### config.mk
export PLATFORM = sky130hd
export DESIGN_NAME = mem_wb_stage
export DESIGN_NICKNAME = d
export VERILOG_FILES = /design/src/rtl/mem_wb_stage.sv
export SDC_FILE = /design/constraint.sdc
export NUM_CORES = 1
export LEC_CHECK = 0
export BUFFER_PORTS_ARGS = -buffer_cell sky130_fd_sc_hd__buf_2
export CORE_ASPECT_RATIO = 0.75
export CORE_MARGIN = 1.5
export CORE_UTILIZATION = 40
export DETAILED_ROUTE_END_ITERATION = 6
export PLACE_DENSITY = 0.77
export SLEW_MARGIN = 20
export SYNTH_ARGS = -nofsm -noshare
export SYNTH_HDL_FRONTEND = slang
export SYNTH_SLANG_ARGS = --single-unit
### constraint.sdc
create_clock -name clk -period 1.9 [get_ports clk]
set_clock_uncertainty 0.1 [all_clocks]
set_input_delay 0.285 -clock clk [delete_from_list [all_inputs] [get_ports clk]]
set_output_delay 0.285 -clock clk [all_outputs]
set_load 0.01 [all_outputs]
### src/rtl/mem_wb_stage.sv
// Memory access and M->W pipeline register: drives a req/ack data memory port,
// stalls IF..M while an access is outstanding and forces completion after a timeout.
module mem_wb_stage (
  input  logic        clk,
  input  logic        rst_n,
  input  logic        ValidM,
  input  logic        RegWriteM,
  input  logic        MemtoRegM,
  input  logic        MemReadM,
  input  logic        MemWriteM,
  input  logic        SignedM,
  input  logic [1:0]  SizeM,
  input  logic [31:0] ALUOutM,
  input  logic [31:0] WriteDataM,
  input  logic [4:0]  WriteRegM,
  output logic        DMemReq,
  output logic        DMemWe,
  output logic [31:0] DMemAddr,
  output logic [31:0] DMemWData,
  output logic [3:0]  DMemBe,
  input  logic [31:0] DMemRData,
  input  logic        DMemAck,
  output logic        StallM,
  output logic        MemErrW,
  output logic        RegWriteW,
  output logic        MemtoRegW,
  output logic [31:0] ReadDataW,
  output logic [31:0] ALUOutW,
  output logic [4:0]  WriteRegW,
  output logic        dbgState,
  output logic [7:0]  dbgWaitCnt
);

  // Handshake: DMemReq stays high (with address/data/byte enables stable, since
  // M is frozen by StallM) until a cycle in which DMemAck=1; that cycle completes
  // the access. DMemAck seen while DMemReq=0 carries no meaning and is dropped.

  typedef enum logic {S_IDLE = 1'b0, S_WAIT = 1'b1} state_t;

  localparam logic [1:0] SZ_HALF = 2'b01;
  localparam logic [1:0] SZ_BYTE = 2'b10;
  localparam logic [7:0] WAIT_LIMIT = 8'hFF;

  state_t      state;
  state_t      nextState;
  logic [7:0]  waitCnt;
  logic        memOp;
  logic        memReq;
  logic        ackSeen;
  logic        timeout;
  logic        stall;
  logic [3:0]  byteEn;
  logic [31:0] storeData;
  logic [31:0] loadData;
  logic [7:0]  loadByte;
  logic [15:0] loadHalf;

  assign memOp = ValidM & (MemReadM | MemWriteM);

  // State register and wait counter
  always_ff @(posedge clk or negedge rst_n) begin
    if (!rst_n) begin
      state   <= S_IDLE;
      waitCnt <= 8'd0;
    end else begin
      state   <= nextState;
      waitCnt <= (state == S_WAIT && nextState == S_WAIT) ? waitCnt + 8'd1 : 8'd0;
    end
  end

  // Next-state logic
  always_comb begin
    nextState = state;
    case (state)
      S_IDLE: if (memOp && !ackSeen) nextState = S_WAIT;
      S_WAIT: if (ackSeen || timeout) nextState = S_IDLE;
      default: nextState = S_IDLE;
    endcase
  end

  // Outputs: everything is gated by rst_n so a reset mid-access drops the request at once
  always_comb begin
    memReq  = 1'b0;
    ackSeen = 1'b0;
    timeout = 1'b0;
    stall   = 1'b0;
    if (rst_n) begin
      memReq  = (state == S_WAIT) ? 1'b1 : memOp;
      ackSeen = DMemAck & memReq;
      timeout = (state == S_WAIT) & (waitCnt == WAIT_LIMIT) & ~ackSeen;
      stall   = memReq & ~ackSeen & ~timeout;
    end
  end

  assign DMemReq    = memReq;
  assign DMemWe     = memReq & MemWriteM;
  assign StallM     = stall;
  assign DMemAddr   = {ALUOutM[31:2], 2'b00};
  assign DMemBe     = byteEn;
  assign DMemWData  = storeData;
  assign dbgState   = state;
  assign dbgWaitCnt = waitCnt;

  // Byte enables and store lane replication
  always_comb begin
    byteEn    = 4'b1111;
    storeData = WriteDataM;
    case (SizeM)
      SZ_HALF: begin
        byteEn    = ALUOutM[1] ? 4'b1100 : 4'b0011;
        storeData = {2{WriteDataM[15:0]}};
      end
      SZ_BYTE: begin
        case (ALUOutM[1:0])
          2'b00:   byteEn = 4'b0001;
          2'b01:   byteEn = 4'b0010;
          2'b10:   byteEn = 4'b0100;
          default: byteEn = 4'b1000;
        endcase
        storeData = {4{WriteDataM[7:0]}};
      end
      default: begin
        byteEn    = 4'b1111;
        storeData = WriteDataM;
      end
    endcase
  end

  // Load lane selection and extension
  always_comb begin
    case (ALUOutM[1:0])
      2'b00:   loadByte = DMemRData[7:0];
      2'b01:   loadByte = DMemRData[15:8];
      2'b10:   loadByte = DMemRData[23:16];
      default: loadByte = DMemRData[31:24];
    endcase
    loadHalf = ALUOutM[1] ? DMemRData[31:16] : DMemRData[15:0];
    case (SizeM)
      SZ_HALF: loadData = {{16{SignedM & loadHalf[15]}}, loadHalf};
      SZ_BYTE: loadData = {{24{SignedM & loadByte[7]}}, loadByte};
      default: loadData = DMemRData;
    endcase
  end

  // W pipeline register: bubbles while stalled, error flag on forced completion
  always_ff @(posedge clk or negedge rst_n) begin
    if (!rst_n) begin
      RegWriteW <= 1'b0;
      MemtoRegW <= 1'b0;
      MemErrW   <= 1'b0;
      ReadDataW <= 32'd0;
      ALUOutW   <= 32'd0;
      WriteRegW <= 5'd0;
    end else if (stall) begin
      RegWriteW <= 1'b0;
      MemtoRegW <= 1'b0;
      MemErrW   <= 1'b0;
    end else begin
      RegWriteW <= RegWriteM & ValidM & ~timeout;
      MemtoRegW <= MemtoRegM;
      MemErrW   <= timeout;
      ALUOutW   <= ALUOutM;
      WriteRegW <= WriteRegM;
      if (ackSeen) begin
        ReadDataW <= loadData;
      end else if (timeout) begin
        ReadDataW <= 32'd0;
      end
    end
  end

endmodule

==> impl_metrics.toml <==
[run_status]
outcome = "finished, violations left"
violations = "negative setup slack"

[synth]
syn_area_um2 = 4660
ys_top_cells_by_area = "dfrtp_1, mux2_2, buf_4"
synth_largest_area_cell = "dfrtp_1"
ys.flop_type = "dfrtp_1"
synth_edf_count = 0
ys_warn_count = 0
synth_top_area_frac = 0.435
synth_cell_types = 50
syn_area_per_cell_um2 = 10.3
async_flop_share = 1.00
synth_seq_cells = 81
seq_area_frac_synth = 0.435
postSynthCellCount = 452

[worst_setup_path]
r2r-end = "ALUOutW[23]"
cp.required_ns = 1.51
cp_slowest_stage_delay_ns = 0.35
cp_slowest_cell = "dfrtp_1"
end_kind = "output pin"
cp_common_cell = "nor3_4"
worstSetupStartpointType = "flip-flop"
r2r-start = "dbgWaitCnt[0]"
reg2reg_depth = 7
crit_fanout = 3
ff2ff_setup_slack_ns = 0.04
cp.arrival_ns = 1.52
crit_type = "reg2out"
cp_cell_sequence = "ha_2 > nand3_4 > nor3_4 > nor3_4 > buf_12 > buf_6"

[power_and_ir_drop]
vdd_ir_drop_max_v = 0.000478
p_leak_nw = 3.34
swShare = 0.305
power_frac_comb = 0.297
p_switching_w = 0.00162
p_int_w = 0.00369
power.density_nw_per_um2 = 836
pwr-share-seq = 0.396
p_clk_frac = 0.307

[route]
postRouteAntennaNets = 0
num_vias = 4385
drc = 0
drt-pass1-iter-count = 5
wl_per_cell_um = 17.6
totalWireLength_um = 14700
viasPerCell = 5.25
drt_iter0_drc = 362

[clock_tree]
clock_latency_ns = 0.33
cts-root-buf = "clkbuf_16"
tritoncts = "built"
clock-sinks = 81
cts-buffers-inserted = 9
clkTransAtPathRegs_ns = 0.06
htree_levels = 3
cts_buffer_depth = 2

[worst_hold_path]
min_delay_path_depth = 2
hold_class = "in2reg"
hp-start = "MemtoRegM"
hold_end = "MemtoRegW"

[run]
maxCapViolations = 0

[layout]
drive_gt1_frac = 0.542
diodes = 0
final_nets = 806
area_growth_pct = 36.4
instances_no_fill = 835

[floorplan]
die_w_um = 128
fp.coreArea_um2 = 11100
core.rowCount = 33
die_h_um = 96.5
die-area_um2 = 12300
num_io_pins = 264
start_util = 0.418

[global_routing]
gr-usage-all-layers = 0.226
grt_first_pass_wirelength_um = 21500
gr-total-overflow = 0
grt_pass1_vias = 4035
grt_antenna_before_repair = 1
grt_max_degree = 77

[place]
gp_congestion = 0.848
portBuffers = 261
placed_cells = 806
hpwlAfterDp_um = 11000

[timing]
final_max_slew_viol_count = 0
setup_ws_ns = -0.00469
setup_viol = 1
fin_crit_ns = 1.90
timing.setup.tns_ns = -0.00469
finalHoldViolCount = 0
grt_setup_unrepaired = "yes"
slew_headroom = 0.351
fmax_ghz = 0.525
timing.final.crit_share = 1.00
tightest_slew_ns = 0.974
[registers in the layout (all words and copies together) (netlist names)]
name / count
RegWriteW: 1
WriteRegW: 5
ALUOutW: 32
MemErrW: 1
dbgState: 1
dbgWaitCnt: 8
ReadDataW: 32
MemtoRegW: 1
[stage by stage]
step	setup WS (ns)	utilization	cell area, µm²	power [W]	hold slack, ns
floorplan	0.00204	-	4660	0.00295	-0.111
global placement	-0.0183	0.531	5920	0.00360	0.0214
detailed placement	-0.124	0.531	5920	0.00365	0.0278
CTS	-0.0219	0.563	6270	0.00533	0.0692
global route	-0.0912	0.570	6350	0.00561	0.0647
finish	-0.00469	0.570	6350	0.00531	0.0792
[Yosys cell counts, types with 8 or more instances]
library cell,instances
dfrtp_1,81
and3_1,8
buf_2,8
mux2_2,39
inv_1,10
a22o_1,26
o21ai_0,31
buf_4,43
nand2_1,64
mux2_4,10
clkbuf_1,16
nand2b_1,9
a22oi_1,8
[cells by family (layout without fill, tap and decap cells)]
family,after synthesis,after routing,share of synthesized area
compound gates,116,116,0.185
xor+xnor,6,6,0.0113
fa+ha+maj,3,3,0.00806
buf+inv,82,324,0.106
flops,81,81,0.435
mux,53,53,0.140
other cells,1,2,0.000805
simple gates,110,110,0.113
[worst max-delay path: cells and delay by family (launching register included)]
| family | cells | cell delay, ns |
|---|---|---|
| fa+ha+maj | 1 | 0.21 |
| buf+inv | 2 | 0.25 |
| flops | 1 | 0.35 |
| simple gates | 3 | 0.39 |
[power by group through the flow]
stage               Sequential, W  Clock [W]  Combinational, W
finish                    0.00210    0.00163           0.00158
global route              0.00213    0.00176           0.00171
CTS                       0.00211    0.00168           0.00154
detailed placement        0.00213          0           0.00152
global placement          0.00212          0           0.00148
floorplan                 0.00223          0          0.000719
[layout make-up]
type | count | area, µm²
Fill cell | 993 | 4790
Multi-Input combinational cell | 290 | 2170
Sequential cell | 81 | 2030
Timing Repair Buffer | 299 | 1660
Clock buffer | 13 | 270
Tap cell | 140 | 175
Inverter | 10 | 37.5
Clock inverter | 2 | 12.5
[how the worst max path moves through the flow]
| stage | from | endpoint | cells after the start |
|---|---|---|---|
| 2_1_floorplan | dbgWaitCnt[0] | ALUOutW[0] | 7 |
| 3_3_place_gp | SizeM[0] | ReadDataW[25] | 7 |
| 3_5_place_dp | SizeM[0] | ReadDataW[25] | 7 |
| 4_1_cts | dbgWaitCnt[0] | StallM | 6 |
| 5_1_grt | dbgWaitCnt[0] | StallM | 6 |
| 6_report | dbgWaitCnt[0] | StallM | 6 |
[cells in the final DEF, fill, tap and decap left out, drive strengths merged, types with 2 or more instances in the layout]
master and n:
xnor2 4, nand2b 9, a22oi 8, o211a 2
o21a 4, o21ai 33, nor2 7, nand3 6
o22ai 4, mux2i 2, mux4 2, nor2b 5
xor2 2, o221ai 3, nand3b 2, o2bb2ai 7
nand2 64, nor3 2, a221oi 4, and2 3
a32oi 2, and3 8, dfrtp 81, inv 10
a32o 7, clkbuf 14, a31o 2, buf 297
mux2 49, a22o 26, conb 2, o31ai 5
a222oi 2, ha 3, a21oi 5
[layer usage]
metal	part of all wire	wire (µm)	global-route usage	vias up
li1	-	-	-	2068
met1	0.42	6230	0.304	2089
met2	0.48	7010	0.358	200
met3	0.079	1160	0.0661	28
met4	0.018	267	0.0646	0
met5	0	0	0	-
[what timing repair did]
item,in CTS,in global routing
gates resized for setup,4,4
gates cloned,0,1
hold endpoints to repair,5,0
pin swaps,2,0
endpoints found under the setup margin,8,32
hold buffers,1,0
setup buffers,6,6
Power figures use the tool's default switching activity.
